[config.mk]
export PLATFORM = sky130hd
export DESIGN_NAME = kogge_stone_pipe
export DESIGN_NICKNAME = d
export VERILOG_FILES = /design/src/rtl/kogge_stone_pipe.sv
export SDC_FILE = /design/constraint.sdc
export NUM_CORES = 1
export LEC_CHECK = 0
export ABC_CLOCK_PERIOD_IN_PS = 3490
export CORE_ASPECT_RATIO = 1.5
export CORE_MARGIN = 2
export CORE_UTILIZATION = 40
export CTS_CLUSTER_SIZE = 12
export DETAILED_ROUTE_END_ITERATION = 10
export PLACE_DENSITY = 0.68
export SYNTH_ARGS = -nofsm -noshare
export SYNTH_HDL_FRONTEND = slang
export SYNTH_SLANG_ARGS = --single-unit
[constraint.sdc]
create_clock -name clk -period 3.49 [get_ports clk]
set_input_delay 0.8725 -clock clk [delete_from_list [all_inputs] [get_ports clk]]
set_output_delay 0.8725 -clock clk [all_outputs]
set_load 0.005 [all_outputs]
[src/rtl/kogge_stone_pipe.sv]
// Pipelined Kogge-Stone adder/subtractor with valid/ready handshake and a global stall.
// Define KS_OVERFLOW_EN to add the registered signed-overflow output Ovf.
module kogge_stone_pipe #(
    parameter int WIDTH            = 16,
    parameter int LEVELS_PER_STAGE = 2
) (
    input  logic             clk,
    input  logic             rst_n,
    input  logic             in_valid,
    output logic             in_ready,
    input  logic [WIDTH-1:0] A,
    input  logic [WIDTH-1:0] B,
    input  logic             Cin,
    input  logic             Sub,
    output logic             out_valid,
    input  logic             out_ready,
    output logic [WIDTH-1:0] Sum,
`ifdef KS_OVERFLOW_EN
    output logic             Ovf,
`endif
    output logic             Cout
);
    localparam int NLEV = $clog2(WIDTH);
    localparam int NSTG = (NLEV + LEVELS_PER_STAGE - 1) / LEVELS_PER_STAGE;

    typedef struct packed {
        logic [WIDTH-1:0] g;   // group generate, bit 0 already includes the carry-in
        logic [WIDTH-1:0] p;   // group propagate
        logic [WIDTH-1:0] po;  // original bitwise propagate, needed for the final XOR
        logic             c0;
    } pfx_t;

    pfx_t             stg_q [NSTG];
    pfx_t             stg_d [NSTG];
    logic [NSTG:0]    vld_q, vld_d;
    logic [WIDTH-1:0] sum_q, sum_d;
    logic             cout_q, cout_d;
`ifdef KS_OVERFLOW_EN
    logic             ovf_q, ovf_d;
`endif
    logic             advance;

    // Applies the prefix levels owned by pipeline stage s.
    function automatic pfx_t levels(input pfx_t x, input int s);
        pfx_t             y;
        logic [WIDTH-1:0] g0, p0;
        int               d;
        y = x;
        for (int k = 0; k < NLEV; k++) begin
            if (k / LEVELS_PER_STAGE == s) begin
                g0 = y.g;
                p0 = y.p;
                d  = 1 << k;
                for (int i = 0; i < WIDTH; i++) begin
                    if (i >= d) begin
                        y.g[i] = g0[i] | (p0[i] & g0[i-d]);
                        y.p[i] = p0[i] & p0[i-d];
                    end
                end
            end
        end
        return y;
    endfunction

    assign advance   = !vld_q[NSTG] || out_ready;
    assign in_ready  = advance;
    assign out_valid = vld_q[NSTG];
    assign Sum       = sum_q;
    assign Cout      = cout_q;
`ifdef KS_OVERFLOW_EN
    assign Ovf       = ovf_q;
`endif

    always_comb begin
        logic [WIDTH-1:0] bx, pi, gi, carries;
        logic             c0;
        pfx_t             fin;
        stg_d   = stg_q;
        vld_d   = vld_q;
        sum_d   = sum_q;
        cout_d  = cout_q;
`ifdef KS_OVERFLOW_EN
        ovf_d   = ovf_q;
`endif
        bx      = B ^ {WIDTH{Sub}};
        c0      = Cin ^ Sub;
        pi      = A ^ bx;
        gi      = A & bx;
        gi[0]   = gi[0] | (pi[0] & c0);
        fin     = levels(stg_q[NSTG-1], NSTG - 1);
        carries = {fin.g[WIDTH-2:0], fin.c0};
        if (advance) begin
            vld_d = {vld_q[NSTG-1:0], in_valid};
            // Data registers only load behind a valid beat so X operands never reach Sum.
            if (in_valid) begin
                stg_d[0].g  = gi;
                stg_d[0].p  = pi;
                stg_d[0].po = pi;
                stg_d[0].c0 = c0;
            end
            for (int s = 0; s < NSTG - 1; s++) begin
                if (vld_q[s]) stg_d[s+1] = levels(stg_q[s], s);
            end
            if (vld_q[NSTG-1]) begin
                sum_d  = fin.po ^ carries;
                cout_d = fin.g[WIDTH-1];
`ifdef KS_OVERFLOW_EN
                ovf_d  = carries[WIDTH-1] ^ fin.g[WIDTH-1];
`endif
            end
        end
    end

    always_ff @(posedge clk or negedge rst_n) begin
        if (!rst_n) begin
            vld_q  <= '0;
            sum_q  <= '0;
            cout_q <= 1'b0;
`ifdef KS_OVERFLOW_EN
            ovf_q  <= 1'b0;
`endif
            for (int s = 0; s < NSTG; s++) stg_q[s] <= '0;
        end else begin
            vld_q  <= vld_d;
            sum_q  <= sum_d;
            cout_q <= cout_d;
`ifdef KS_OVERFLOW_EN
            ovf_q  <= ovf_d;
`endif
            for (int s = 0; s < NSTG; s++) stg_q[s] <= stg_d[s];
        end
    end
endmodule
==> results of run 1 <==
==> area by class of cell <==
cell class	instances	area [um^2]
clock buffers	11	242.7
repair buffers	59	593.1
flip-flops and latches	98	2452
multi-input cells	244	2077
inverters	3	11.26
clock inverters	5	53.80
well taps	150	187.7
fillers	1028	5853
==> worst max-delay path, delay by kind of cell <==
family,cells,cell delay [ns]
buffers and inverters,2,0.99
and+or+nand+nor,1,0.18
==> cells in the mapped netlist, types with 2 or more instances <==
cell,n,area share
buf_6,7,0.017
nand2_1,48,0.039
a21oi_1,19,0.020
xnor2_1,12,0.022
nor2_1,2,0.0016
xor2_1,21,0.039
a211oi_1,2,0.0032
inv_1,3,0.0024
a31o_2,3,0.0056
mux2_4,54,0.17
nand2_4,2,0.0048
dfrtp_1,98,0.52
o21ai_0,35,0.037
ha_1,16,0.043
o31ai_1,11,0.018
mux2_2,7,0.017
buf_2,5,0.0053
a21o_1,7,0.011
==> stage by stage <==
stage	util	worst slack, ns
after floorplan	-	1.448
after global placement	0.4639	0.5902
after detailed placement	0.4639	0.5774
after CTS	0.4897	0.5701
after global routing	0.4897	0.5383
final	0.4897	0.5741
==> layer usage <==
metal	wire, um	part of all wire	global-route usage	up-vias
met3	241	0.029	0.02938	9
met5	0	0	0	-
met1	3741	0.45	0.1784	1321
li1	-	-	-	1370
met4	123	0.015	0.04975	0
met2	4119	0.50	0.2345	38
==> how the worst max path moves through the flow <==
stage	cells past startpoint	slack [ns]	startpoint	end
2_1_floorplan	5	1.45	Sub	stg_q[55]
3_3_place_gp	3	0.59	out_ready	in_ready
3_5_place_dp	3	0.58	out_ready	in_ready
4_1_cts	3	0.57	out_ready	in_ready
5_1_grt	3	0.54	out_ready	in_ready
6_report	3	0.57	out_ready	in_ready
==> flip-flops by register name, summed over array words and instances, names as in the netlist <==
signal and flops:
vld_q 3, Cout 1, stg_q 78, Sum 16
==> logic make-up after synthesis <==
family          count (synthesis)
compound gates                 78
fa+ha+maj                      16
buf+inv                        18
mux                            61
flops                          98
simple gates                   56
xor+xnor                       33
==> layout by cell type, fill, tap and decap left out, types with 2 or more instances in the layout <==
master,count
dfrtp_1,98
clkdlybuf4s50_1,55
mux2_4,54
nand2_1,48
o21ai_0,35
xor2_1,21
a21oi_1,19
ha_1,16
xnor2_1,12
o31ai_1,11
clkbuf_16,9
a21o_1,7
mux2_2,7
a31o_2,3
inv_1,3
clkinv_2,3
buf_4,3
nand2_4,2
nor2_1,2
a211oi_1,2
==> where the power goes <==
| part | switching [W] | leakage (nW) | internal (W) | total, W |
|---|---|---|---|---|
| registers | 0.000364 | 1.21 | 0.00158 | 0.00195 |
| logic | 0.000594 | 1.27 | 0.000937 | 0.00153 |
| clock network | 0.000396 | 0.149 | 0.000572 | 0.000968 |
| total | 0.00135 | 2.63 | 0.00309 | 0.00445 |
==> impl_metrics.env, run 1 <==
export IMPL_status="complete, no violations"
export IMPL_synthArstFlopShare=1.000
export IMPL_power_w=0.004446
export IMPL_grt_max_degree=63
export IMPL_min_period_ns=2.916
export IMPL_ir_worst_vdd_mv=0.2796
export IMPL_synth_cell_types=26
export IMPL_syn_num_nets=414
export IMPL_synth_top_family_by_area="multiplexers"
export IMPL_grt_pass1_wl_um=13760
export IMPL_final_layout_size_suffix_gt1_frac=0.2048
export IMPL_post_cts_buffers=0
export IMPL_cts_hold_buf=0
export IMPL_synth_seq_area_share=0.5243
export IMPL_finalCritPeriodShare=0.8355
export IMPL_worstSetupEndpointType="output pin"
export IMPL_r2r_start="vld_q[2]"
export IMPL_r2r_slack_ns=1.80
export IMPL_die_h_um=136.4
export IMPL_cts_htree_levels=3
export IMPL_root_buffer="clkbuf_16"
export IMPL_placed_area_um2=5321
export IMPL_yosys_area_share_simple=0.05190
export IMPL_synthAdderAreaFrac=0.04280
export IMPL_antenna_found_initial=0
export IMPL_grt_pass1_vias=2833
export IMPL_vias=2738
export IMPL_path_class="in -> out"
export IMPL_crit_path_cell_trace="clkdlybuf4s50_1 > nand2b_4 > clkdlybuf4s50_1"
export IMPL_pwr_density_cell_nw_per_um2=791.5
export IMPL_clk_path_buf_depth=2
export IMPL_start_util=0.4077
export IMPL_critPathMaxStageDelay_ns=0.53
export IMPL_arrival_ns=2.04
export IMPL_hold_viol=0
export IMPL_ff2ff_path_depth=3
export IMPL_die_w_um=92.29
export IMPL_routed_wl_um=8226
export IMPL_core_area_um2=11470
export IMPL_critPathLaunchType="input port"
export IMPL_maxSlewViolCount=0
export IMPL_tightest_slew_ns=0.8264
export IMPL_slew_headroom=0.4491
export IMPL_overflow=0
export IMPL_rows=48
export IMPL_hp_class="reg -> reg"
export IMPL_synthFlopType="dfrtp_1"
export IMPL_io_pins=57
export IMPL_timing_hold_ws_ns=0.4715
export IMPL_fin_cells=570
export IMPL_synth_compound_area_frac=0.09738
export IMPL_drtPass1Iterations=4
export IMPL_track_usage=0.1395
export IMPL_yosys_warnings=0
export IMPL_cts_tree="built"
export IMPL_numCtsBuffers=9
export IMPL_worstPathRequired_ns=2.62
export IMPL_cp_max_fo=7
export IMPL_fin_area_um2=5618
export IMPL_clkSinkCount=98
export IMPL_drtAntennaViolNets=0
export IMPL_ys_ff_latch=98
export IMPL_gp_congestion=0.7875
export IMPL_synthToLayoutAreaGrowth_pct=20.12
export IMPL_drv_cap=0
export IMPL_synth_avg_cell_area_um2=12.99
export IMPL_setup_viol=0
export IMPL_slowest_stage="clkdlybuf4s50_1"
export IMPL_n_antenna_cell=0
export IMPL_dp_hpwl_um=6006
export IMPL_synth_area_mux_share=0.1902
export IMPL_p_leak_nw=2.629
export IMPL_skew_ns=0.007686
export IMPL_min_to="vld_q[2]"
export IMPL_cp_common_cell="clkdlybuf4s50_1"
export IMPL_insertion_delay_ns=0.34
export IMPL_synthCells=360
export IMPL_place_inst=554
export IMPL_hp_start="vld_q[1]"
export IMPL_synth_cell_area_um2=4677
export IMPL_first_iter_violations=159
export IMPL_path_clk_slew_ns=0.06
export IMPL_drc=0
export IMPL_io_buffers=56
export IMPL_wl_per_cell_um=14.43
export IMPL_viasPerCell=4.804
export IMPL_fmax_ghz=0.3429
export IMPL_synth_edf_count=0
export IMPL_die_area_um2=12590
export IMPL_num_nets_final=469
export IMPL_cts_resized=0
export IMPL_synth_xor_area_frac=0.06180
export IMPL_setup_tns_ns=0
export IMPL_rsz0062_at_grt="false"
export IMPL_r2r_end="stg_q[33]"
export IMPL_whs_path_depth=2
(Power assumes the default switching activity.)
==> run 2, diff against run 1 <==
- ABC_CLOCK_PERIOD_IN_PS: 3490 -> 2690
- clock period: 3.49 -> 2.69 ns (I/O delays scaled with it)
==> run 2 against run 1 <==
Sequential share of layout area decreased by 0.92 points; wire length increased by 1.3%; global-route usage rose by 0.076 points; flip-flop and latch count unchanged; critical endpoint unchanged; largest power group unchanged.
==> impl_metrics.env, run 2 (synthesis gave the netlist of run 1 again) <==
export IMPL_startpoint="out_ready"
export IMPL_p_int_w=0.004249
export IMPL_num_nets_final=476
export IMPL_io_pins=57
export IMPL_grt_pass1_wl_um=13580
export IMPL_critPathMaxStageDelay_ns=0.50
export IMPL_cts_hold_buf=0
export IMPL_largest_register_ffs=78
export IMPL_synthToLayoutAreaGrowth_pct=22.71
export IMPL_fillers=1007
export IMPL_setup_tns_ns=0
export IMPL_final_cell_mix="dfrtp_1, clkdlybuf4s50_1, mux2_4, nand2_1, o21ai_0"
export IMPL_pwr_share_comb=0.335
export IMPL_viasPerCell=4.806
export IMPL_r2r_end="stg_q[51]"
export IMPL_overflow=0
export IMPL_routed_wl_um=8335
export IMPL_drtAntennaViolNets=0
export IMPL_cp_max_fo=2
export IMPL_fmax_ghz=0.4120
export IMPL_hp_class="in -> async"
export IMPL_path_class="in -> out"
export IMPL_r2r_slack_ns=1.11
export IMPL_p_sw_w=0.001780
export IMPL_tightest_slew_ns=0.5745
export IMPL_drv_cap=0
export IMPL_r2r_start="vld_q[2]"
export IMPL_maxSlewViolCount=0
export IMPL_status="complete, no violations"
export IMPL_critPathLaunchType="input port"
export IMPL_sw_frac_of_total=0.2952
export IMPL_core_area_um2=11470
export IMPL_clkSinkCount=98
export IMPL_multi_input_area_um2=2077
export IMPL_die_area_um2=12590
export IMPL_cts_htree_levels=3
export IMPL_slew_headroom=0.6170
export IMPL_path_clk_slew_ns=0.06
export IMPL_first_iter_violations=148
export IMPL_root_buffer="clkbuf_16"
export IMPL_cp_common_cell="clkdlybuf4s50_1"
export IMPL_min_period_ns=2.427
export IMPL_antenna_found_initial=0
export IMPL_rows=48
export IMPL_layout_commonest_cell="dfrtp_1"
export IMPL_hold_viol=0
export IMPL_crit_path_end="in_ready"
export IMPL_final_layout_size_suffix_gt1_frac=0.2201
export IMPL_arrival_ns=1.75
export IMPL_p_leak_nw=2.692
export IMPL_timing_final_ws_setup_ns=0.2628
export IMPL_die_h_um=136.4
export IMPL_rsz0062_at_grt="false"
export IMPL_ir_worst_vdd_mv=0.3809
export IMPL_power_frac_seq=0.419
export IMPL_finalCritPeriodShare=0.9023
export IMPL_drtPass1Iterations=4
export IMPL_numCtsBuffers=9
export IMPL_drc=0
export IMPL_largest_register="stg_q"
export IMPL_power_frac_clock=0.245
export IMPL_cts_tree="built"
export IMPL_vias=2773
export IMPL_fin_area_um2=5739
export IMPL_gp_congestion=0.7944
export IMPL_grt_max_degree=47
export IMPL_timing_hold_ws_ns=0.2439
export IMPL_power_w=0.006029
export IMPL_start_util=0.4077
export IMPL_worstSetupEndpointType="output pin"
export IMPL_cts_resized=0
export IMPL_skew_ns=0.005948
export IMPL_place_ws_ns=0.2501
export IMPL_seqCellArea_um2=2452
export IMPL_slowest_stage="clkdlybuf4s50_1"
export IMPL_track_usage=0.1402
export IMPL_dp_hpwl_um=6422
export IMPL_placed_area_um2=5386
export IMPL_io_buffers=56
export IMPL_n_antenna_cell=0
export IMPL_clk_path_buf_depth=2
export IMPL_crit_path_cell_trace="clkdlybuf4s50_1 > nand2b_4 > clkdlybuf4s50_1"
export IMPL_post_cts_buffers=0
export IMPL_setup_viol=0
export IMPL_worstPathRequired_ns=2.02
export IMPL_pwr_density_cell_nw_per_um2=1050
export IMPL_ff2ff_path_depth=4
export IMPL_wl_per_cell_um=14.45
export IMPL_grt_pass1_vias=2745
export IMPL_insertion_delay_ns=0.34
export IMPL_die_w_um=92.29
-- run 2: changes by cell type in the layout (fill, tap and decap cells not counted), sizes merged --
| cell | previous run | this run |
|---|---|---|
| buf | 4 | 11 |
| clkinv | 4 | 2 |
| bufinv | 1 | 3 |
-- run 2: how the worst min path moves through the flow --
stage,from,endpoint,slack [ns],cells past startpoint
2_1_floorplan,rst_n,Cout,0.38,0
3_3_place_gp,stg_q[32],stg_q[32],0.46,2
3_5_place_dp,Sum[9],Sum[9],0.47,2
4_1_cts,rst_n,stg_q[46],0.25,1
5_1_grt,rst_n,stg_q[46],0.27,1
6_report,rst_n,stg_q[46],0.24,1
-- run 2: layer usage --
| metal | vias to the layer above | wire length [um] | part of all wire | track usage |
|---|---|---|---|---|
| met3 | 11 | 256 | 0.031 | 0.02993 |
| met4 | 0 | 227 | 0.027 | 0.07711 |
| li1 | 1373 | - | - | - |
| met5 | - | 0 | 0 | 0 |
| met2 | 41 | 4157 | 0.50 | 0.2226 |
| met1 | 1348 | 3694 | 0.44 | 0.1789 |
-- run 2: power by group through the flow --
stage                     registers [W]  clock network, W  logic [W]
after floorplan                 0.00242                 0    0.00147
after global placement          0.00253                 0    0.00199
after detailed placement        0.00256                 0    0.00205
after CTS                       0.00253           0.00151    0.00206
after global routing            0.00261           0.00157    0.00223
final                           0.00253           0.00148    0.00202
-- run 2: cell type report --
class | count | share of cell area
clock buffer | 11 | 0.04404
sequential | 98 | 0.4273
multi-input combinational | 244 | 0.3619
inverter | 3 | 0.001962
clock inverter | 5 | 0.01744
tap | 150 | 0.03270
timing repair buffer | 66 | 0.1147
-- run 2: critical path, delay by kind of cell --
kind | cells | cell delay (ns)
buffers and inverters | 2 | 0.96
and+or+nand+nor | 1 | 0.13
-- run 2: through the flow --
step / instances / utilization
after floorplan: 360 / -
after global placement: 561 / 0.4696
after detailed placement: 561 / 0.4696
after CTS: 577 / 0.5003
after global routing: 577 / 0.5003
final: 577 / 0.5003
==> run 3, diff against run 2 <==
- CORE_MARGIN: 2 -> default
- SETUP_SLACK_MARGIN: default -> 0.4
- TNS_END_PERCENT: default -> 30
==> run 3 against run 2 <==
Sequential share of layout area is 0.13 points higher; first-iteration DRC count up 14%; setup slack better by 0.26 ns; power down 3.9%; sequential power hardly changed; non-clock buffer count is 3 higher.
==> impl_metrics.env, run 3 (synthesis gave the netlist of run 1 again) <==
export IMPL_insertion_delay_ns=0.34
export IMPL_drv_cap=0
export IMPL_finalCritPeriodShare=0.8054
export IMPL_largest_register="stg_q"
export IMPL_numCtsBuffers=9
export IMPL_io_buffers=56
export IMPL_pwr_density_cell_nw_per_um2=1013
export IMPL_r2r_start="vld_q[2]"
export IMPL_viasPerCell=4.853
export IMPL_final_layout_size_suffix_gt1_frac=0.2256
export IMPL_status="complete, no violations"
export IMPL_cp_max_fo=2
export IMPL_cp_depth=3
export IMPL_ff2ff_path_depth=5
export IMPL_p_sw_w=0.001767
export IMPL_cts_htree_levels=3
export IMPL_power_frac_clock=0.214
export IMPL_timing_hold_ws_ns=0.3137
export IMPL_ir_worst_vdd_mv=0.4146
export IMPL_gp_congestion=0.8278
export IMPL_cp_top_family="buffers and inverters"
export IMPL_layout_commonest_cell="dfrtp_1"
export IMPL_die_w_um=90.29
export IMPL_startpoint="out_ready"
export IMPL_wl_per_cell_um=14.02
export IMPL_track_usage=0.1485
export IMPL_critPathLaunchType="input port"
export IMPL_n_antenna_cell=0
export IMPL_clk_path_buf_depth=2
export IMPL_post_cts_buffers=0
export IMPL_largest_register_ffs=78
export IMPL_cts_tree="built"
export IMPL_p_leak_nw=2.683
export IMPL_final_cell_mix="dfrtp_1, mux2_4, clkdlybuf4s50_1, nand2_1, o21ai_0"
export IMPL_io_pins=57
export IMPL_grt_pass1_vias=2854
export IMPL_start_util=0.4077
export IMPL_tightest_slew_ns=0.5261
export IMPL_fmax_ghz=0.4615
export IMPL_clkSinkCount=98
export IMPL_critPathMaxStageDelay_ns=0.46
export IMPL_first_iter_violations=168
export IMPL_crit_path_end="in_ready"
export IMPL_slowest_stage="clkdlybuf4s50_1"
export IMPL_overflow=0
export IMPL_worstSetupEndpointType="output pin"
export IMPL_worstPathRequired_ns=2.02
export IMPL_dp_hpwl_um=6223
export IMPL_hp_class="in -> async"
export IMPL_r2r_slack_ns=1.12
export IMPL_crit_path_cell_trace="clkdlybuf4s50_1 > nand2b_4 > dlygate4sd2_1"
export IMPL_skew_ns=0.008164
export IMPL_setup_tns_ns=0
export IMPL_placed_area_um2=5421
export IMPL_setup_viol=0
export IMPL_arrival_ns=1.49
export IMPL_drc=0
export IMPL_num_nets_final=479
export IMPL_die_h_um=134.4
export IMPL_hold_viol=0
export IMPL_grt_pass1_wl_um=14230
export IMPL_power_frac_seq=0.436
export IMPL_worst_path_buf_inv=2
export IMPL_root_buffer="clkbuf_16"
export IMPL_cts_hold_buf=0
export IMPL_vias=2815
export IMPL_sw_frac_of_total=0.3048
export IMPL_path_clk_slew_ns=0.06
export IMPL_core_area_um2=11470
export IMPL_path_class="in -> out"
export IMPL_grt_max_degree=42
export IMPL_p_int_w=0.004029
export IMPL_r2r_end="stg_q[43]"
export IMPL_drtAntennaViolNets=0
export IMPL_rows=48
export IMPL_rsz0062_at_grt="false"
export IMPL_min_period_ns=2.167
export IMPL_pwr_share_comb=0.350
export IMPL_maxSlewViolCount=0
export IMPL_drtPass1Iterations=4
export IMPL_antenna_found_initial=0
export IMPL_die_area_um2=12140
export IMPL_synthToLayoutAreaGrowth_pct=22.34
export IMPL_slew_headroom=0.6492
export IMPL_routed_wl_um=8134
export IMPL_fin_area_um2=5722
[run 3: timing repair]
item,in CTS,in global routing
hold endpoints to repair,0,0
setup endpoints to repair,1,0
resized for setup,1,0
[run 3: through the flow]
step / instances / power, W / setup slack (ns) / util
after global routing: 580 / 0.006194 / 0.4844 / 0.4988
after detailed placement: 564 / 0.004611 / 0.2563 / 0.4726
after floorplan: 360 / 0.003896 / 0.8482 / -
after global placement: 564 / 0.004530 / 0.2584 / 0.4726
final: 580 / 0.005796 / 0.5234 / 0.4988
after CTS: 580 / 0.005869 / 0.5147 / 0.4988
[run 3: worst reg2reg max path, stage by stage (launching register included)]
cell and delay (ns):
dfrtp_1 0.38, nand2b_4 0.07, buf_4 0.16, nand2_4 0.23, buf_4 0.28, mux2_4 0.32
[run 3: cell type report]
| cell class | instances | area, um^2 |
|---|---|---|
| clock inverter | 3 | 21.27 |
| multi-input combinational | 244 | 2077 |
| tap | 150 | 187.7 |
| clock buffer | 13 | 280.3 |
| sequential | 98 | 2452 |
| fill | 982 | 5749 |
| timing repair buffer | 69 | 691.9 |
| inverter | 3 | 11.26 |
[run 3: worst min path at each step]
stage	end	slack, ns	depth (start not counted)
global placement	vld_q[2]	0.45	2
detailed placement	vld_q[2]	0.47	2
floorplan	Cout	0.38	0
finish	Sum[3]	0.31	1
global route	Sum[1]	0.34	1
CTS	Sum[1]	0.33	1
[run 3: power by group through the flow]
| stage | logic (W) | registers [W] | clock network [W] |
|---|---|---|---|
| final | 0.00203 | 0.00253 | 0.00124 |
| after global routing | 0.00225 | 0.00261 | 0.00133 |
| after CTS | 0.00206 | 0.00253 | 0.00127 |
| after detailed placement | 0.00205 | 0.00256 | 0 |
| after global placement | 0.00200 | 0.00253 | 0 |
| after floorplan | 0.00147 | 0.00242 | 0 |
[run 3: metal layers]
layer | track usage | wire (um) | up-vias
met3 | 0.02891 | 233 | 18
met4 | 0.07168 | 209 | 0
met1 | 0.1876 | 3674 | 1365
met2 | 0.2443 | 4016 | 47
met5 | 0 | 0 | -
li1 | - | - | 1385
